$ cat config.mk
export PLATFORM = sky130hd
export DESIGN_NAME = bt656_capture_ctrl_flat
export DESIGN_NICKNAME = d
export VERILOG_FILES = /design/src/rtl/bt656_capture_ctrl_if.sv /design/src/rtl/bt656_capture_ctrl.sv /design/src/flat_wrapper.sv
export SDC_FILE = /design/constraint.sdc
export NUM_CORES = 1
export LEC_CHECK = 0
export CAP_MARGIN = 10
export CORE_ASPECT_RATIO = 1.4
export CORE_MARGIN = 3
export CORE_UTILIZATION = 43
export CTS_CLUSTER_DIAMETER = 100
export DETAILED_ROUTE_END_ITERATION = 10
export MAX_ROUTING_LAYER = met4
export PLACE_DENSITY_LB_ADDON = 0.25
export SLEW_MARGIN = 20
export SYNTH_ARGS = -nofsm -noshare
export SYNTH_HDL_FRONTEND = slang
export SYNTH_SLANG_ARGS = --single-unit
$ cat constraint.sdc
create_clock -name ACLK -period 3.6 [get_ports ACLK]
set_input_delay 0.36 -clock ACLK [delete_from_list [all_inputs] [get_ports ACLK]]
set_output_delay 0.36 -clock ACLK [all_outputs]
set_load 0.005 [all_outputs]
$ cat src/rtl/bt656_capture_ctrl_if.sv
// AXI-Stream-style byte channel carrying captured active video toward the frame-buffer DMA.
interface bt656_capture_ctrl_if;
    logic [7:0] tdata;
    logic       tvalid;
    logic       tready;
    logic       tuser;
    logic       tlast;

    modport master (output tdata, output tvalid, output tuser, output tlast, input tready);
    modport slave  (input tdata, input tvalid, input tuser, input tlast, output tready);
endinterface

$ cat src/rtl/bt656_capture_ctrl.sv
// BT.656 timing-code decoder, line/field geometry counters and frame-gated stream capture.
// Define BT656_PARITY_CHECK_EN to also reject XY codes whose protection bits are wrong.
module bt656_capture_ctrl #(
    parameter int unsigned PIX_W  = 12,
    parameter int unsigned LINE_W = 11,
    parameter int unsigned FRM_W  = 16
) (
    input  logic                  ACLK,
    input  logic                  ARESET,
    input  logic [7:0]            bt656_data_i,
    input  logic                  bt656_en_i,
    input  logic                  ctrl_start_i,
    input  logic                  ctrl_stop_i,
    input  logic                  ctrl_continuous_i,
    input  logic                  ctrl_clr_i,
    bt656_capture_ctrl_if.master  m,
    output logic                  busy_o,
    output logic                  field_o,
    output logic                  vblank_o,
    output logic [PIX_W-1:0]      line_len_o,
    output logic [LINE_W-1:0]     frame_lines_o,
    output logic [FRM_W-1:0]      frame_cnt_o,
    output logic                  code_err_o,
    output logic                  overflow_o
);

    typedef enum logic [1:0] {SdScan, SdFf, SdZ1, SdZ2} sd_state_e;
    typedef enum logic [1:0] {CIdle, CArmed, CActive} cap_state_e;

    sd_state_e  sd_q, sd_d;
    cap_state_e cap_q, cap_d;

    logic xy_strobe, par_ok, code_ok, code_bad, sav, eav, frame_bnd;
    logic is_ff, active_byte, fwd_byte, eav_ff, out_free, present, ovf_set, fcnt_inc;
    logic field_q, vblank_q, win_q, win_d, fwd_q, fwd_d, stop_q, stop_d, sof_q, sof_d;
    logic err_q, ovf_q;
    logic [PIX_W-1:0]  cnt_q, cnt_d, len_q, len_d;
    logic [LINE_W-1:0] line_q, line_d, flines_q, flines_d;
    logic [FRM_W-1:0]  fcnt_q, fcnt_d;
    logic       hold_v_q, hold_v_d, hold_user_q, hold_user_d;
    logic [7:0] hold_data_q, hold_data_d;
    logic       out_v_q, out_v_d, out_user_q, out_user_d, out_last_q, out_last_d;
    logic [7:0] out_data_q, out_data_d;

    assign is_ff = (bt656_data_i == 8'hFF);

    always_comb begin
        sd_d      = sd_q;
        xy_strobe = 1'b0;
        if (bt656_en_i) begin
            unique case (sd_q)
                SdScan:  if (is_ff) sd_d = SdFf;
                SdFf:    sd_d = (bt656_data_i == 8'h00) ? SdZ1 : SdScan;
                SdZ1:    sd_d = (bt656_data_i == 8'h00) ? SdZ2 : (is_ff ? SdFf : SdScan);
                SdZ2: begin
                    if (is_ff) begin
                        sd_d = SdFf;
                    end else begin
                        xy_strobe = 1'b1;
                        sd_d      = SdScan;
                    end
                end
                default: sd_d = SdScan;
            endcase
        end
    end

`ifdef BT656_PARITY_CHECK_EN
    assign par_ok = (bt656_data_i[3:0] == {bt656_data_i[5] ^ bt656_data_i[4],
                                           bt656_data_i[6] ^ bt656_data_i[4],
                                           bt656_data_i[6] ^ bt656_data_i[5],
                                           bt656_data_i[6] ^ bt656_data_i[5] ^ bt656_data_i[4]});
`else
    assign par_ok = 1'b1;
`endif

    assign code_ok   = xy_strobe & bt656_data_i[7] & par_ok;
    assign code_bad  = xy_strobe & ~code_ok;
    assign sav       = code_ok & ~bt656_data_i[4];
    assign eav       = code_ok & bt656_data_i[4];
    assign frame_bnd = sav & ~bt656_data_i[5] & ~bt656_data_i[6] & vblank_q;
    // Video bytes are never FF, so an FF inside the window is the start of the closing EAV.
    assign active_byte = bt656_en_i & (sd_q == SdScan) & ~is_ff & win_q;
    assign eav_ff      = bt656_en_i & (sd_q == SdScan) & is_ff & win_q;
    assign fwd_byte    = active_byte & fwd_q;

    always_comb begin
        win_d = win_q;
        cnt_d = cnt_q;
        len_d = len_q;
        if (sav) begin
            win_d = 1'b1;
            cnt_d = '0;
        end else if (eav) begin
            win_d = 1'b0;
            if (win_q) len_d = cnt_q;
        end else if (active_byte && cnt_q != '1) begin
            cnt_d = cnt_q + 1'b1;
        end
    end

    always_comb begin
        cap_d    = cap_q;
        stop_d   = stop_q;
        line_d   = line_q;
        flines_d = flines_q;
        fcnt_inc = 1'b0;
        sof_d    = fwd_byte ? 1'b0 : sof_q;
        unique case (cap_q)
            CIdle:   if (ctrl_start_i) cap_d = CArmed;
            CArmed: begin
                if (ctrl_stop_i) begin
                    cap_d = CIdle;
                end else if (frame_bnd) begin
                    cap_d  = CActive;
                    line_d = '0;
                    sof_d  = 1'b1;
                end
            end
            CActive: begin
                if (ctrl_stop_i) stop_d = 1'b1;
                if (eav && !bt656_data_i[5]) line_d = line_q + 1'b1;
                if (frame_bnd) begin
                    flines_d = line_q;
                    fcnt_inc = 1'b1;
                    if (ctrl_continuous_i && !stop_q) begin
                        line_d = '0;
                        sof_d  = 1'b1;
                    end else begin
                        cap_d = CIdle;
                    end
                end
            end
            default: cap_d = CIdle;
        endcase
        if (cap_d == CIdle) stop_d = 1'b0;

        fwd_d = fwd_q;
        if (sav)      fwd_d = ~bt656_data_i[5] & (cap_d == CActive);
        else if (eav) fwd_d = 1'b0;

        if (ctrl_clr_i)    fcnt_d = '0;
        else if (fcnt_inc) fcnt_d = fcnt_q + 1'b1;
        else               fcnt_d = fcnt_q;
    end

    // One-byte hold so tlast can be attached once the EAV reveals the line end.
    assign out_free = ~out_v_q | m.tready;
    assign present  = (fwd_byte | eav_ff) & hold_v_q;

    always_comb begin
        out_v_d     = out_v_q & ~m.tready;
        out_data_d  = out_data_q;
        out_user_d  = out_user_q;
        out_last_d  = out_last_q;
        hold_v_d    = hold_v_q;
        hold_data_d = hold_data_q;
        hold_user_d = hold_user_q;
        ovf_set     = 1'b0;
        if (present) begin
            hold_v_d = 1'b0;
            if (out_free) begin
                out_v_d    = 1'b1;
                out_data_d = hold_data_q;
                out_user_d = hold_user_q;
                out_last_d = eav_ff;
            end else begin
                ovf_set = 1'b1;
            end
        end
        if (fwd_byte) begin
            hold_v_d    = 1'b1;
            hold_data_d = bt656_data_i;
            hold_user_d = sof_q;
        end
    end

    always_ff @(posedge ACLK or posedge ARESET) begin
        if (ARESET) begin
            sd_q <= SdScan;       cap_q <= CIdle;
            field_q <= 1'b0;      vblank_q <= 1'b0;
            win_q <= 1'b0;        fwd_q <= 1'b0;
            stop_q <= 1'b0;       sof_q <= 1'b0;
            cnt_q <= '0;          len_q <= '0;
            line_q <= '0;         flines_q <= '0;
            fcnt_q <= '0;         err_q <= 1'b0;
            ovf_q <= 1'b0;
            hold_v_q <= 1'b0;     hold_data_q <= '0;    hold_user_q <= 1'b0;
            out_v_q <= 1'b0;      out_data_q <= '0;
            out_user_q <= 1'b0;   out_last_q <= 1'b0;
        end else begin
            sd_q <= sd_d;         cap_q <= cap_d;
            if (code_ok) begin
                field_q  <= bt656_data_i[6];
                vblank_q <= bt656_data_i[5];
            end
            win_q <= win_d;       fwd_q <= fwd_d;
            stop_q <= stop_d;     sof_q <= sof_d;
            cnt_q <= cnt_d;       len_q <= len_d;
            line_q <= line_d;     flines_q <= flines_d;
            fcnt_q <= fcnt_d;
            err_q <= ~ctrl_clr_i & (err_q | code_bad);
            ovf_q <= ~ctrl_clr_i & (ovf_q | ovf_set);
            hold_v_q <= hold_v_d; hold_data_q <= hold_data_d; hold_user_q <= hold_user_d;
            out_v_q <= out_v_d;   out_data_q <= out_data_d;
            out_user_q <= out_user_d; out_last_q <= out_last_d;
        end
    end

    assign m.tdata       = out_data_q;
    assign m.tvalid      = out_v_q;
    assign m.tuser       = out_user_q;
    assign m.tlast       = out_last_q;
    assign busy_o        = (cap_q != CIdle);
    assign field_o       = field_q;
    assign vblank_o      = vblank_q;
    assign line_len_o    = len_q;
    assign frame_lines_o = flines_q;
    assign frame_cnt_o   = fcnt_q;
    assign code_err_o    = err_q;
    assign overflow_o    = ovf_q;

endmodule

$ cat src/flat_wrapper.sv
// flat-port wrapper written by rule: the top's interface ports become plain ports
module bt656_capture_ctrl_flat 
#(
    parameter int unsigned PIX_W  = 12,
    parameter int unsigned LINE_W = 11,
    parameter int unsigned FRM_W  = 16
)
  (ACLK, ARESET, bt656_data_i, bt656_en_i, ctrl_start_i, ctrl_stop_i, ctrl_continuous_i, ctrl_clr_i, busy_o, field_o, vblank_o, line_len_o, frame_lines_o, frame_cnt_o, code_err_o, overflow_o, m_tdata, m_tvalid, m_tuser, m_tlast, m_tready);
  bt656_capture_ctrl_if m_i ();
  input  logic ACLK;
  input  logic ARESET;
  input  logic [7:0] bt656_data_i;
  input  logic bt656_en_i;
  input  logic ctrl_start_i;
  input  logic ctrl_stop_i;
  input  logic ctrl_continuous_i;
  input  logic ctrl_clr_i;
  output logic busy_o;
  output logic field_o;
  output logic vblank_o;
  output logic [PIX_W-1:0] line_len_o;
  output logic [LINE_W-1:0] frame_lines_o;
  output logic [FRM_W-1:0] frame_cnt_o;
  output logic code_err_o;
  output logic overflow_o;
  output wire logic [$bits(m_i.tdata)-1:0] m_tdata;
  output wire logic [$bits(m_i.tvalid)-1:0] m_tvalid;
  output wire logic [$bits(m_i.tuser)-1:0] m_tuser;
  output wire logic [$bits(m_i.tlast)-1:0] m_tlast;
  input wire logic [$bits(m_i.tready)-1:0] m_tready;
  assign m_tdata = m_i.tdata;
  assign m_tvalid = m_i.tvalid;
  assign m_tuser = m_i.tuser;
  assign m_tlast = m_i.tlast;
  assign m_i.tready = m_tready;
  bt656_capture_ctrl #(.PIX_W(PIX_W), .LINE_W(LINE_W), .FRM_W(FRM_W)) u_core (.ACLK(ACLK), .ARESET(ARESET), .bt656_data_i(bt656_data_i), .bt656_en_i(bt656_en_i), .ctrl_start_i(ctrl_start_i), .ctrl_stop_i(ctrl_stop_i), .ctrl_continuous_i(ctrl_continuous_i), .ctrl_clr_i(ctrl_clr_i), .m(m_i), .busy_o(busy_o), .field_o(field_o), .vblank_o(vblank_o), .line_len_o(line_len_o), .frame_lines_o(frame_lines_o), .frame_cnt_o(frame_cnt_o), .code_err_o(code_err_o), .overflow_o(overflow_o));
endmodule
## After elaboration in Yosys (flattened, before gate mapping)

Cells that the tools add are included.

- Bitwise logic cells: 31
- Eq/ne operators: 12
- Multiplexer cells: 45
- Reductions and logical operators: 24
- $add $sub $neg: 3

Operators with widths:

| kind | count |
|---|---|
| $mux 11 | 5 |
| $mux 12 | 3 |
| $mux 16 | 2 |
| $mux 1 | 23 |
| $pmux 11 s2 | 1 |
| $and 1x1->1 | 18 |
| $add 16x1->16 const B | 1 |
| $mux 2 | 8 |
| $reduce_bool 2->1 | 8 |
| $add 12x1->12 const B | 1 |
| $ne 12x12->1 const B | 1 |
| $add 11x1->11 const B | 1 |
| $reduce_and 2->1 | 5 |
| $not 1->1 | 9 |
| $eq 2x2->1 const B | 4 |
| $eq 8x8->1 const B | 1 |
| $logic_not 8->1 | 1 |
| $pmux 2 s4 | 1 |
| $logic_not 2->1 | 3 |
| $ne 2x1->1 const B | 3 |
| $pmux 2 s3 | 1 |
| $reduce_and 3->1 | 2 |
| $eq 2x1->1 const B | 2 |
| $or 1x1->1 | 4 |
| other kinds (4) | 7 |

- Output and inout port bits: 55
- Logic and storage cells: 137
- Register bits: 95
- Input port bits: 16

## Logic depth before layout (Yosys ltp)

- Depth after elaboration: 15
- Depth in mapped cells: 8
- Mapped depth without buffers: 7

## Least setup slack after synthesis

OpenSTA, ideal clock, no wires.

- Path type: register to register
- Start: reg u_core.cap_q[0]
- End: reg u_core.line_q[10]
- Arrival time: 2,138 ps
- Stages on the path, launching flop included: 7
- Slack: 1,384 ps
- Buffers on the path: 0
- Required time: 3,522 ps
- Setup time: 78 ps
- Clock period less this slack: 2,216 ps
- Cell sequence: dfrtp_1 > inv_1 > ha_1 > nor4bb_1 > nand3_1 > or4_1 > a21oi_1

- Cells in the longest elaborated chain, start to end: 3
- Elaborated cells between the ends (all ways): 7
- Classes of those cells: 4 x eq/ne; 1 x mux; 2 x reduce/logical

RTL lines:

| item | RTL line | RTL |
|---|---|---|
| start: declaration | bt656_capture_ctrl.sv:31 | `cap_state_e cap_q, cap_d;` |
| start signal: assignment | bt656_capture_ctrl.sv:180 | `sd_q <= SdScan; cap_q <= CIdle;` |
| $eq 2x1->1 / $eq 2x2->1 (equally long branches) | bt656_capture_ctrl.sv:109 | `unique case (cap_q)` |
| $ne 2x1->1 (no source line), or another cell as far along | -- |  |
| $reduce_and 3->1 (no source line) | -- |  |
| end signal: assignment | bt656_capture_ctrl.sv:200 | `line_q <= line_d; flines_q <= flines_d;` |
| end: declaration | bt656_capture_ctrl.sv:38 | `logic [LINE_W-1:0] line_q, line_d, flines_q, flines_d;` |

Several ways; a longest one is shown, not always the timed one.
A chain may end at the register's enable or synchronous reset.

## Worst setup path in the final report

Same ends and word-level chain as after synthesis.

==> metrics <==
Slew HR=0.5165; Synth Register Bits=95; Critical Path End=u_core.line_q[10]$_DFFE_PP0P_; Routed WL=9825 microns; Clk pwr share=0.460; Post-DRT Antenna Nets=0; max frequency=398.4 MHz; DR vias/cell=5.464; post-synth cell types=49; Layout Skew=3.643 ps; CTS tree=built; Final min period=2510 ps; initial antenna violation count=0; VDD IR max=0.2581 mV; total CTS buffers=9; CP required=3870 ps; first-pass GRT wire length=16,350 microns; htree depth=3; die height=126.5 microns; layout cells sized above 1=0.1388; clk_lat worst skew=340 ps; Comb power frac=0.064; TNS Setup=0 ps; Sw Ratio=0.2168; FFs w/ async S/R, synth=1.000; Final Hold Viols=0; RSZ-0062 raised after global routing=false; Main synth FF type=dfrtp_1; CP endpoint kind=register; most common cell after layout, fill and taps aside=dfrtp_1; Startpoint Class=register; Reg power frac=0.476; # diodes=0; Post-synth EDFFs=0; FF-to-FF path depth=7; Worst Slack Setup Final=1090 ps; vias in the first global route=3,373; sequential share of the synthesized area=0.5334; clk slew on worst S/H paths=60 ps; # setup viols final=0; largest area contributor in the netlist=dfrtp_1; Post-DP HPWL=6942 microns; aggregate global-route resource usage=0.1800; CP Launch Point=u_core.cap_q[0]$_DFF_PP0_; Power Density=399.2 nW/um^2; via count=3,415; Cells after Synth=409; Initial Utilization=0.4454; WP data arrival=2780 ps; Placer Congestion=0.8695; critical path's slowest cell=or4_1; WL/cell=15.72 microns; die area=11,640 sq um; total power=2267 uW; hold_ws=290.0 ps; largest net degree at the start of global routing=80; Pre-antenna DRT Iters=4; classification of the worst-slack hold path=in -> async; Setup CP Type=reg -> reg; worst reg2reg endpoint=u_core.line_q[10]$_DFFE_PP0P_; status=finished, final reports clean; Slew Limit Fails=0; # Max-Cap Violations=0; Fill cells=903; top-area cell type share of the netlist area=0.5334; commonest cells after routing, fill and taps aside=dfrtp_1 (95), clkdlybuf4s50_1 (70), mux2_2 (39); Int Pwr=1776 uW; post-cts sizing count=0; Core ar.=10,010 sq um; LEAKAGE=0.002497 uW; Synth area leaders=dfrtp_1 (53%), mux2_2 (9.9%), o21ai_0 (3.3%); First DRT Iteration DRCs=216; Post-CTS Hold Buffers=0; Period Utilization, post-route=0.6973; Place WS=801.9 ps; crit path max fanout=13; CP cell instances=inv_1, ha_1, nor4bb_1, buf_4, nand3_1, or4_1, a21oi_1; reg2reg setup slack=1090 ps; slowest stage delay, CP=540 ps; Mean Syn Cell Area=10.90 sq um; Cell Area, Synth=4457 sq um; IO Count=71; buffer depth of the longest clock path=2; nets=508; syn_nets=432; port bufs=70; Die W=92.04 microns; Critical R2R Launch=u_core.cap_q[0]$_DFF_PP0_; Ys Warns=0; Net Sw Power=491.5 uW; clock sinks=95; gr ovfl total=0; Syn-to-layout area delta=27.43%; DRC viols=0; Worst Tran Pin Value=717.7 ps; Setup Buffers After CTS=0; Root Buffer=clkbuf_16; site row count=43
## critical path, delay by kind of cell (launching register included)
| kind | cells | cell delay, ps |
|---|---|---|
| buffers and inverters | 2 | 300 |
| and+or+nand+nor | 3 | 1150 |
| AOI/OAI and AO/OA | 1 | 150 |
| DFF | 1 | 420 |
| adders and majority gates | 1 | 430 |
## cell families (layout without fill, tap and decap cells)
logic type,Yosys count,after routing,share of synthesized area
AND/OR/NAND/NOR,139,139,0.1693
XOR/XNOR,13,13,0.02555
flip-flops,95,95,0.5334
buffers and inverters,31,112,0.02807
multiplexers,44,44,0.1098
AO/OA/AOI/OAI,80,80,0.1143
adder cells (fa/ha/maj),7,7,0.01965
## worst min-delay path by stage
stage	startpoint	to	cells past startpoint
after floorplan	u_core.win_q$_DFFE_PP0P_	u_core.win_q$_DFFE_PP0P_	2
after global placement	u_core.line_len_o[6]$_DFFE_PP0P_	u_core.line_len_o[6]$_DFFE_PP0P_	2
after detailed placement	u_core.line_len_o[10]$_DFFE_PP0P_	u_core.line_len_o[10]$_DFFE_PP0P_	2
after CTS	ARESET	u_core.line_len_o[0]$_DFFE_PP0P_	2
after global routing	ARESET	u_core.line_len_o[0]$_DFFE_PP0P_	2
final	ARESET	u_core.line_len_o[0]$_DFFE_PP0P_	2
## per-stage QoR
stage               instance area [sq um]    util  std cells
floorplan                            4457       -        409
global placement                     5346  0.5343        609
detailed placement                   5346  0.5343        609
CTS                                  5679  0.5675        625
global route                         5679  0.5675        625
finish                               5679  0.5675        625
## cell type report
class | instances | area, sq um | area share
Clock buffer | 11 | 252.7 | 0.04450
Inverter | 17 | 65.06 | 0.01146
Tap cell | 135 | 168.9 | 0.02974
Sequential cell | 95 | 2377 | 0.4186
Timing Repair Buffer | 79 | 780.7 | 0.1375
Clock inverter | 5 | 80.08 | 0.01410
Multi-Input combinational cell | 283 | 1954 | 0.3441
## power by group through the flow
stage | registers (uW) | clock network [uW] | logic [uW]
6_report | 1080 | 1040 | 145
5_1_grt | 1080 | 1110 | 160
4_1_cts | 1080 | 1070 | 147
3_5_place_dp | 1100 | 0 | 145
3_3_place_gp | 1100 | 0 | 141
2_1_floorplan | 1100 | 0 | 84.8
## sequential cells by signal (all words and copies together) (netlist names), 2 cells and up
| signal | count |
|---|---|
| u_core.cap_q | 2 |
| u_core.sd_q | 2 |
| u_core.frame_cnt_o | 16 |
| u_core.cnt_q | 12 |
| u_core.hold_data_q | 8 |
| u_core.m.tdata | 8 |
| u_core.line_len_o | 12 |
| u_core.frame_lines_o | 11 |
| u_core.line_q | 11 |
## metal layers
metal | vias to the layer above | GRT usage | wire length (microns)
li1 | 1644 | - | -
met1 | 1700 | 0.2110 | 4178
met2 | 61 | 0.3107 | 5109
met3 | 10 | 0.02728 | 365
met4 | 0 | 0.06999 | 172
met5 | - | - | 0
## synth_stat cells (7+ instances only)
cell type / instances
o21ai_0: 29
nor2_1: 23
dfrtp_1: 95
nand3_1: 15
or3_1: 17
clkbuf_1: 11
nand4_1: 16
nand2_1: 29
mux2_2: 39
inv_1: 17
or4_1: 7
xor2_1: 9
o31ai_1: 8
a21oi_1: 18
ha_1: 7
Note: power is estimated with default switching activity, not from simulation.
